==> config.mk <==
export PLATFORM = sky130hd
export DESIGN_NAME = mem_arb
export DESIGN_NICKNAME = d
export VERILOG_FILES = /design/src/rtl/mem_arb.sv
export SDC_FILE = /design/constraint.sdc
export NUM_CORES = 1
export LEC_CHECK = 0
export ABC_CLOCK_PERIOD_IN_PS = 1500
export BUFFER_PORTS_ARGS = -buffer_cell sky130_fd_sc_hd__buf_2
export CAP_MARGIN = 20
export CORE_MARGIN = 3
export CORE_UTILIZATION = 45
export CTS_CLUSTER_SIZE = 25
export DETAILED_ROUTE_END_ITERATION = 7
export HOLD_SLACK_MARGIN = 0.08
export PLACE_DENSITY_LB_ADDON = 0.3
export SETUP_SLACK_MARGIN = 0.4
export SLEW_MARGIN = 10
export SYNTH_ARGS = -nofsm -noshare
export SYNTH_HDL_FRONTEND = slang
export SYNTH_SLANG_ARGS = --single-unit
==> constraint.sdc <==
create_clock -name clk -period 1.5 [get_ports clk]
set_input_delay 0.3 -clock clk [delete_from_list [all_inputs] [get_ports clk]]
set_output_delay 0.3 -clock clk [all_outputs]
set_load 0.005 [all_outputs]
==> src/rtl/mem_arb.sv <==
// mem_arb: round-robin arbiter sharing one single-cycle memory port between fetch and data requesters.
// Each access runs IDLE (grant) -> BUSY (memory cycle) -> DONE (ack pulse).
module mem_arb #(
   parameter int AW = 32,
   parameter int DW = 32
) (
   input  logic          clk,
   input  logic          reset,
   input  logic          i_req,
   input  logic [AW-1:0] i_addr,
   output logic          i_ack,
   output logic [DW-1:0] i_rdata,
   input  logic          d_req,
   input  logic          d_we,
   input  logic [AW-1:0] d_addr,
   input  logic [DW-1:0] d_wdata,
   output logic          d_ack,
   output logic [DW-1:0] d_rdata,
   output logic [AW-1:0] m_addr,
   output logic          m_we,
   output logic [DW-1:0] m_wdata,
   input  logic [DW-1:0] m_rdata
);
   typedef enum logic [1:0] {IDLE, BUSY, DONE} state_t;
   state_t        state_q;
   logic [AW-1:0] addr_q;
   logic [DW-1:0] wdata_q, i_rdata_q, d_rdata_q;
   logic          we_q, win_d, win_q, last_q, i_ack_q, d_ack_q;
   // last_q is 1 when data won the previous grant; reset to 0 so data wins first
   assign win_d   = d_req & (~i_req | ~last_q);
   assign m_addr  = addr_q;
   assign m_wdata = wdata_q;
   // a reset arriving during BUSY must suppress the write on that same edge
   assign m_we    = (state_q == BUSY) & we_q & ~reset;
   assign i_ack   = i_ack_q;
   assign d_ack   = d_ack_q;
   assign i_rdata = i_rdata_q;
   assign d_rdata = d_rdata_q;
   always_ff @(posedge clk) begin
      if (reset) begin
         state_q   <= IDLE;
         addr_q    <= '0;
         wdata_q   <= '0;
         we_q      <= 1'b0;
         win_q     <= 1'b0;
         last_q    <= 1'b0;
         i_ack_q   <= 1'b0;
         d_ack_q   <= 1'b0;
         i_rdata_q <= '0;
         d_rdata_q <= '0;
      end else begin
         i_ack_q <= 1'b0;
         d_ack_q <= 1'b0;
         case (state_q)
            IDLE: if (i_req | d_req) begin
               addr_q  <= win_d ? d_addr : i_addr;
               wdata_q <= win_d ? d_wdata : wdata_q;
               we_q    <= win_d & d_we;
               win_q   <= win_d;
               last_q  <= win_d;
               state_q <= BUSY;
            end
            BUSY: begin
               if (win_q) begin
                  d_rdata_q <= m_rdata;
                  d_ack_q   <= 1'b1;
               end else begin
                  i_rdata_q <= m_rdata;
                  i_ack_q   <= 1'b1;
               end
               state_q <= DONE;
            end
            default: state_q <= IDLE;
         endcase
      end
   end
endmodule
==> summary.md, run 1 <==
| Metric | Value |
|---|---|
| Status | did not finish |
| Stage reached | global routing |
| Run Error | [ERROR DPL-0033] detailed placement checks failed during check placement. |
| GP Congestion | 0.836 |
| Syn Nets | 766 |
| H-tree depth | 4 |
| GR repair worst EP | m_we |
| Post-synthesis sequential area ratio | 0.531 |
| CTS Buf Count | 17 |
| Hpwl dp | 10.8 mm |
| Longest Clk Path Bufs | 2 |
| Worst EP kind | top-level output |
| Clock sinks | 134 |
| Initial core utilization | 0.464 |
| YS warnings | 0 |
| # port buffers | 263 |
| Initial antenna violation count | 0 |
| Root Buffer | clkbuf_8 |
| Top Ports | 264 |
| Rows | 38 |
| Avg Cell Area, Syn | 7.99 um2 |
| Register bit count reported by yosys | 134 |
| Post-Syn Instances | 633 |
| Inst Count DP | 991 |
| Chip width | 112 um |
| Die Ht | 112 um |
| Yosys cell types | 23 |
| Netlist Area Pre-Place | 0.00506 mm2 |
| Largest net degree at the start of global routing | 134 |
## cell usage after synthesis
cell	instances	area share
nor2_1	4	0.0030
nand3_1	33	0.033
a311oi_1	32	0.055
and2_1	1	0.0012
o21ai_1	7	0.0069
nor3_1	1	0.00099
or3b_1	1	0.0017
dfxtp_1	134	0.53
buf_2	25	0.025
clkbuf_1	32	0.024
buf_4	4	0.0059
nor3b_1	1	0.0015
or2_2	1	0.0012
nor2_2	1	0.0012
a21boi_1	1	0.0015
nand3b_1	1	0.0015
a21bo_1	1	0.0020
o21ai_0	27	0.027
a21oi_1	130	0.13
and3b_1	1	0.0017
nor3b_2	1	0.0025
or2_1	1	0.0012
nand2_1	193	0.14
## cell families after synthesis
group / after synthesis / share of synthesized area
AOI/OAI and AO/OA: 198 / 0.221
buffers and inverters: 61 / 0.0544
DFF: 134 / 0.531
and+or+nand+nor: 240 / 0.194
## per-stage QoR
step / util / hold WS [ns] / cell area [um2] / setup WS, ns
4_1_cts: 0.886 / -0.0269 / 9650 / -0.211
3_5_place_dp: 0.602 / 0.446 / 6560 / -0.0475
3_3_place_gp: 0.602 / 0.439 / 6560 / 0.0166
2_1_floorplan: - / 0.436 / 5230 / 0.310
## timing repair
item                                   CTS
setup endpoints to repair              263
hold buffers                           129
gates cloned                            16
pin swaps                               59
endpoints found under the hold margin  130
setup buffers                           29
resized for setup                      190
==> inputs of run 2 (changes only) <==
Settings changed: CORE_UTILIZATION 45 to 40, CTS_CLUSTER_SIZE 25 to default, HOLD_SLACK_MARGIN 0.08 to default, PLACE_DENSITY_LB_ADDON 0.3 to 0.15, SETUP_SLACK_MARGIN 0.4 to default.
==> summary.md, run 2 <==
| Metric | Value |
|---|---|
| Area grow syn2layout | 43.0% |
| Worst setup margin | -0.0115 ns |
| Area of the core | 0.0122 mm2 |
| Final Total Pwr | 9.34 mW |
| CTS tree | yes |
| Worst slew pin tran | 0.615 ns |
| Die area | 0.0140 mm2 |
| Commonest cells in the netlist | nand2_1, dfxtp_1, a21oi_1, nand3_1 |
| Filler instances | 1121 |
| DR vias/cell | 5.09 |
| Sw frac | 0.251 |
| Longest Clk Path Bufs | 2 (unchanged) |
| Maximum vdd drop | 704 uV |
| CP Cell Sequence | nor3b_4 -> and2_1 -> buf_2 |
| Final hold violation count | 0 |
| Die Ht | 118 um (+5.7%) |
| Critical Path Slowest Stage Cell | dfxtp_4 |
| CP peak stage delay | 0.34 ns |
| Critical-path maximum fanout | 2 |
| Reg2reg path depth | 6 |
| Int Power | 6.99 mW |
| Hold-critical path endpoint | i_rdata[16]$_SDFFE_PP0P_ |
| Tcrit/Tclk final | 1.01 |
| Share of cells above drive strength 1 | 0.363 |
| RSZ-0062 raised after global routing | true |
| Rows | 40 (+5.3%) |
| Worst Hold Class | in2reg |
| Uppermost layer routed | met4 |
| WL per Instance | 15.6 um |
| Req. time, crit path | 1.20 ns |
| Post-Syn Instances | 633 (unchanged) |
| FMAX | 662 MHz |
| Yosys cell types | 23 (unchanged) |
| Hpwl dp | 11.0 mm (+1.9%) |
| Post-layout nets | 1007 |
| Sum of buffers and inverters on the critical path | 1 |
| Sequential power share | 0.422 |
| Cts hold-fix bufs | 0 (-100%) |
| Netlist Area Pre-Place | 0.00506 mm2 (unchanged) |
| Initial antenna violation count | 0 |
| Post-synth EDFFs | 0 (unchanged) |
| Failing checks | setup timing |
| Min Hold Slack | 0.137 ns |
| Yosys top cell by area | dfxtp_1 |
| Clock skew | 0.00756 ns |
| GP Congestion | 0.764 (-8.5%) |
| Leakage | 3.29 nW |
| Chip width | 118 um (+5.7%) |
| Most common cell after layout, fill and taps aside | buf_2 |
| Clock slew at reported path FFs | 0.06 ns |
| DP Area | 0.00656 mm2 (about the same) |
| Top Ports | 264 (unchanged) |
| Slew Limit Fails | 0 |
| # port buffers | 263 (unchanged) |
| Reg-to-Reg End | m_addr[8]$_SDFFE_PP0P_ |
| Cell depth of the worst hold path | 3 |
| Combinational share of power | 0.147 |
| Flop2flop setup slack | 0 ns |
| Post-synth top area share | 0.531 (unchanged) |
| Final WL | 16.4 mm |
| Syn Nets | 766 (unchanged) |
| Worst r2r src | state_q[1]$_SDFFE_PP0P_ |
| DR WL met2 | 8.15 mm |
| Initial DRT Pass Iterations | 4 |
| CTS Buf Count | 17 (unchanged) |
| Tot GR Track Use | 0.226 |
| Clock power share | 0.431 |
| Clock sinks | 134 (unchanged) |
| CP delay by family, top | flip-flops |
| Fraction of registers with async set/reset | 0 (unchanged) |
| Avg Cell Area, Syn | 7.99 um2 (unchanged) |
| Area contributors post-synth | dfxtp_1, nand2_1, a21oi_1 |
| Critical Path AT | 1.21 ns |
| Global-route wire length before repair | 25.8 mm |
| Via count | 5368 |
| # diodes | 0 |
| Most frequent cells in the layout | buf_2, nand2_1, dfxtp_1, a21oi_1, nand3_1 |
| Initial DRC Count | 417 |
| Met1 Routed Length | 6.77 mm |
| Max-slew headroom | 0.590 |
| Worst hold start | m_rdata[16] |
| Remaining DRCs | 0 |
| Final setup viols | 2 |
| H-tree depth | 4 (unchanged) |
| Power per cell area | 1290 mW/mm2 |
| Design area | 0.00723 mm2 |
| Wire length on met3 | 1.19 mm |
| Top-count cell post-synth | nand2_1 |
| Root Buffer | clkbuf_16 |
| Clock Latency Late Sink | 0.41 ns |
| Largest net degree at the start of global routing | 134 |
| Post-synthesis sequential area ratio | 0.531 (unchanged) |
| Post-synth top flop | dfxtp_1 |
| Minimum clock period | 1.51 ns |
| Register bit count reported by yosys | 134 (unchanged) |
| Critical Path Source Type | flop |
| Total congestion overflow | 0 |
| Status | complete, but fails checks |
| ANT nets after route | 0 |
| Vias in the first global route | 5264 |
| Initial core utilization | 0.416 (-0.0486) |
| CP Class | reg2out |
| Nature of the critical path endpoint | output port |
| YS warnings | 0 (unchanged) |
| Sw Pwr | 2.34 mW |
| MaxCap Viol Count | 0 |
[run 2: cell counts after synthesis]
Identical to the previous run, type by type.
[run 2: area by class of cell]
type,instances,area (um2),share of cell area
tap,168,210,0.0291
clock inverter,8,97.6,0.0135
sequential,134,2690,0.372
multi-input combinational,438,2140,0.296
clock buffer,24,482,0.0666
timing repair buffer,283,1610,0.223
[run 2: timing repair]
action | 4_1_cts | 5_1_grt
gates resized for setup | 6 | 6
pin swaps | 3 | 12
buffers inserted | 3 | 1
cloned | 0 | 1
setup endpoints to repair | 1 | 63
[run 2: worst max path at each step]
stage,from,endpoint,slack [ns],cells after the start
4_1_cts,state_q[1]$_SDFFE_PP0P_,m_we,-0.005,3
3_5_place_dp,i_req,m_addr[8]$_SDFFE_PP0P_,-0.009,4
2_1_floorplan,state_q[1]$_SDFFE_PP0P_,m_addr[10]$_SDFFE_PP0P_,0.23,5
6_report,state_q[1]$_SDFFE_PP0P_,m_we,-0.01,3
5_1_grt,state_q[1]$_SDFFE_PP0P_,m_we,-0.06,3
3_3_place_gp,i_req,m_addr[14]$_SDFFE_PP0P_,0.07,4
[run 2: per-layer routing]
layer | track usage | vias to the layer above
met5 | 0 | -
met4 | 0.0833 | 0
met3 | 0.0670 | 31
met2 | 0.395 | 222
met1 | 0.262 | 2467
li1 | - | 2648
[run 2: per-stage QoR]
step	std cells	setup WS, ns	setup TNS, ns	util
finish	1055	-0.0115	-0.0130	0.595
global route	1055	-0.0647	-1.20	0.595
CTS	1053	-0.00513	-0.00513	0.590
detailed placement	1018	-0.00885	-0.0143	0.539
global placement	1018	0.0725	0	0.539
floorplan	633	0.232	0	-
[run 2: cell families after synthesis]
family | Yosys count | synth area share
simple gates | 240 | 0.194
compound gates | 198 | 0.221
flops | 134 | 0.531
buf+inv | 61 | 0.0544
[run 2: tightest hold or removal path: cells and delay by family]
| kind | cells | cell delay (ns) |
|---|---|---|
| buffers and inverters | 1 | 0.11 |
| and+or+nand+nor | 1 | 0.05 |
| AOI/OAI and AO/OA | 1 | 0.05 |
[run 2: power groups by stage]
stage / clock network (mW) / logic [mW] / registers, mW
final: 4.02 / 1.37 / 3.94
after global routing: 4.26 / 1.52 / 3.97
after global placement: 0 / 1.29 / 4.00
after floorplan: 0 / 0.649 / 4.02
after CTS: 4.11 / 1.35 / 3.94
after detailed placement: 0 / 1.33 / 4.01
No activity file was read; power rests on OpenSTA's default activity.
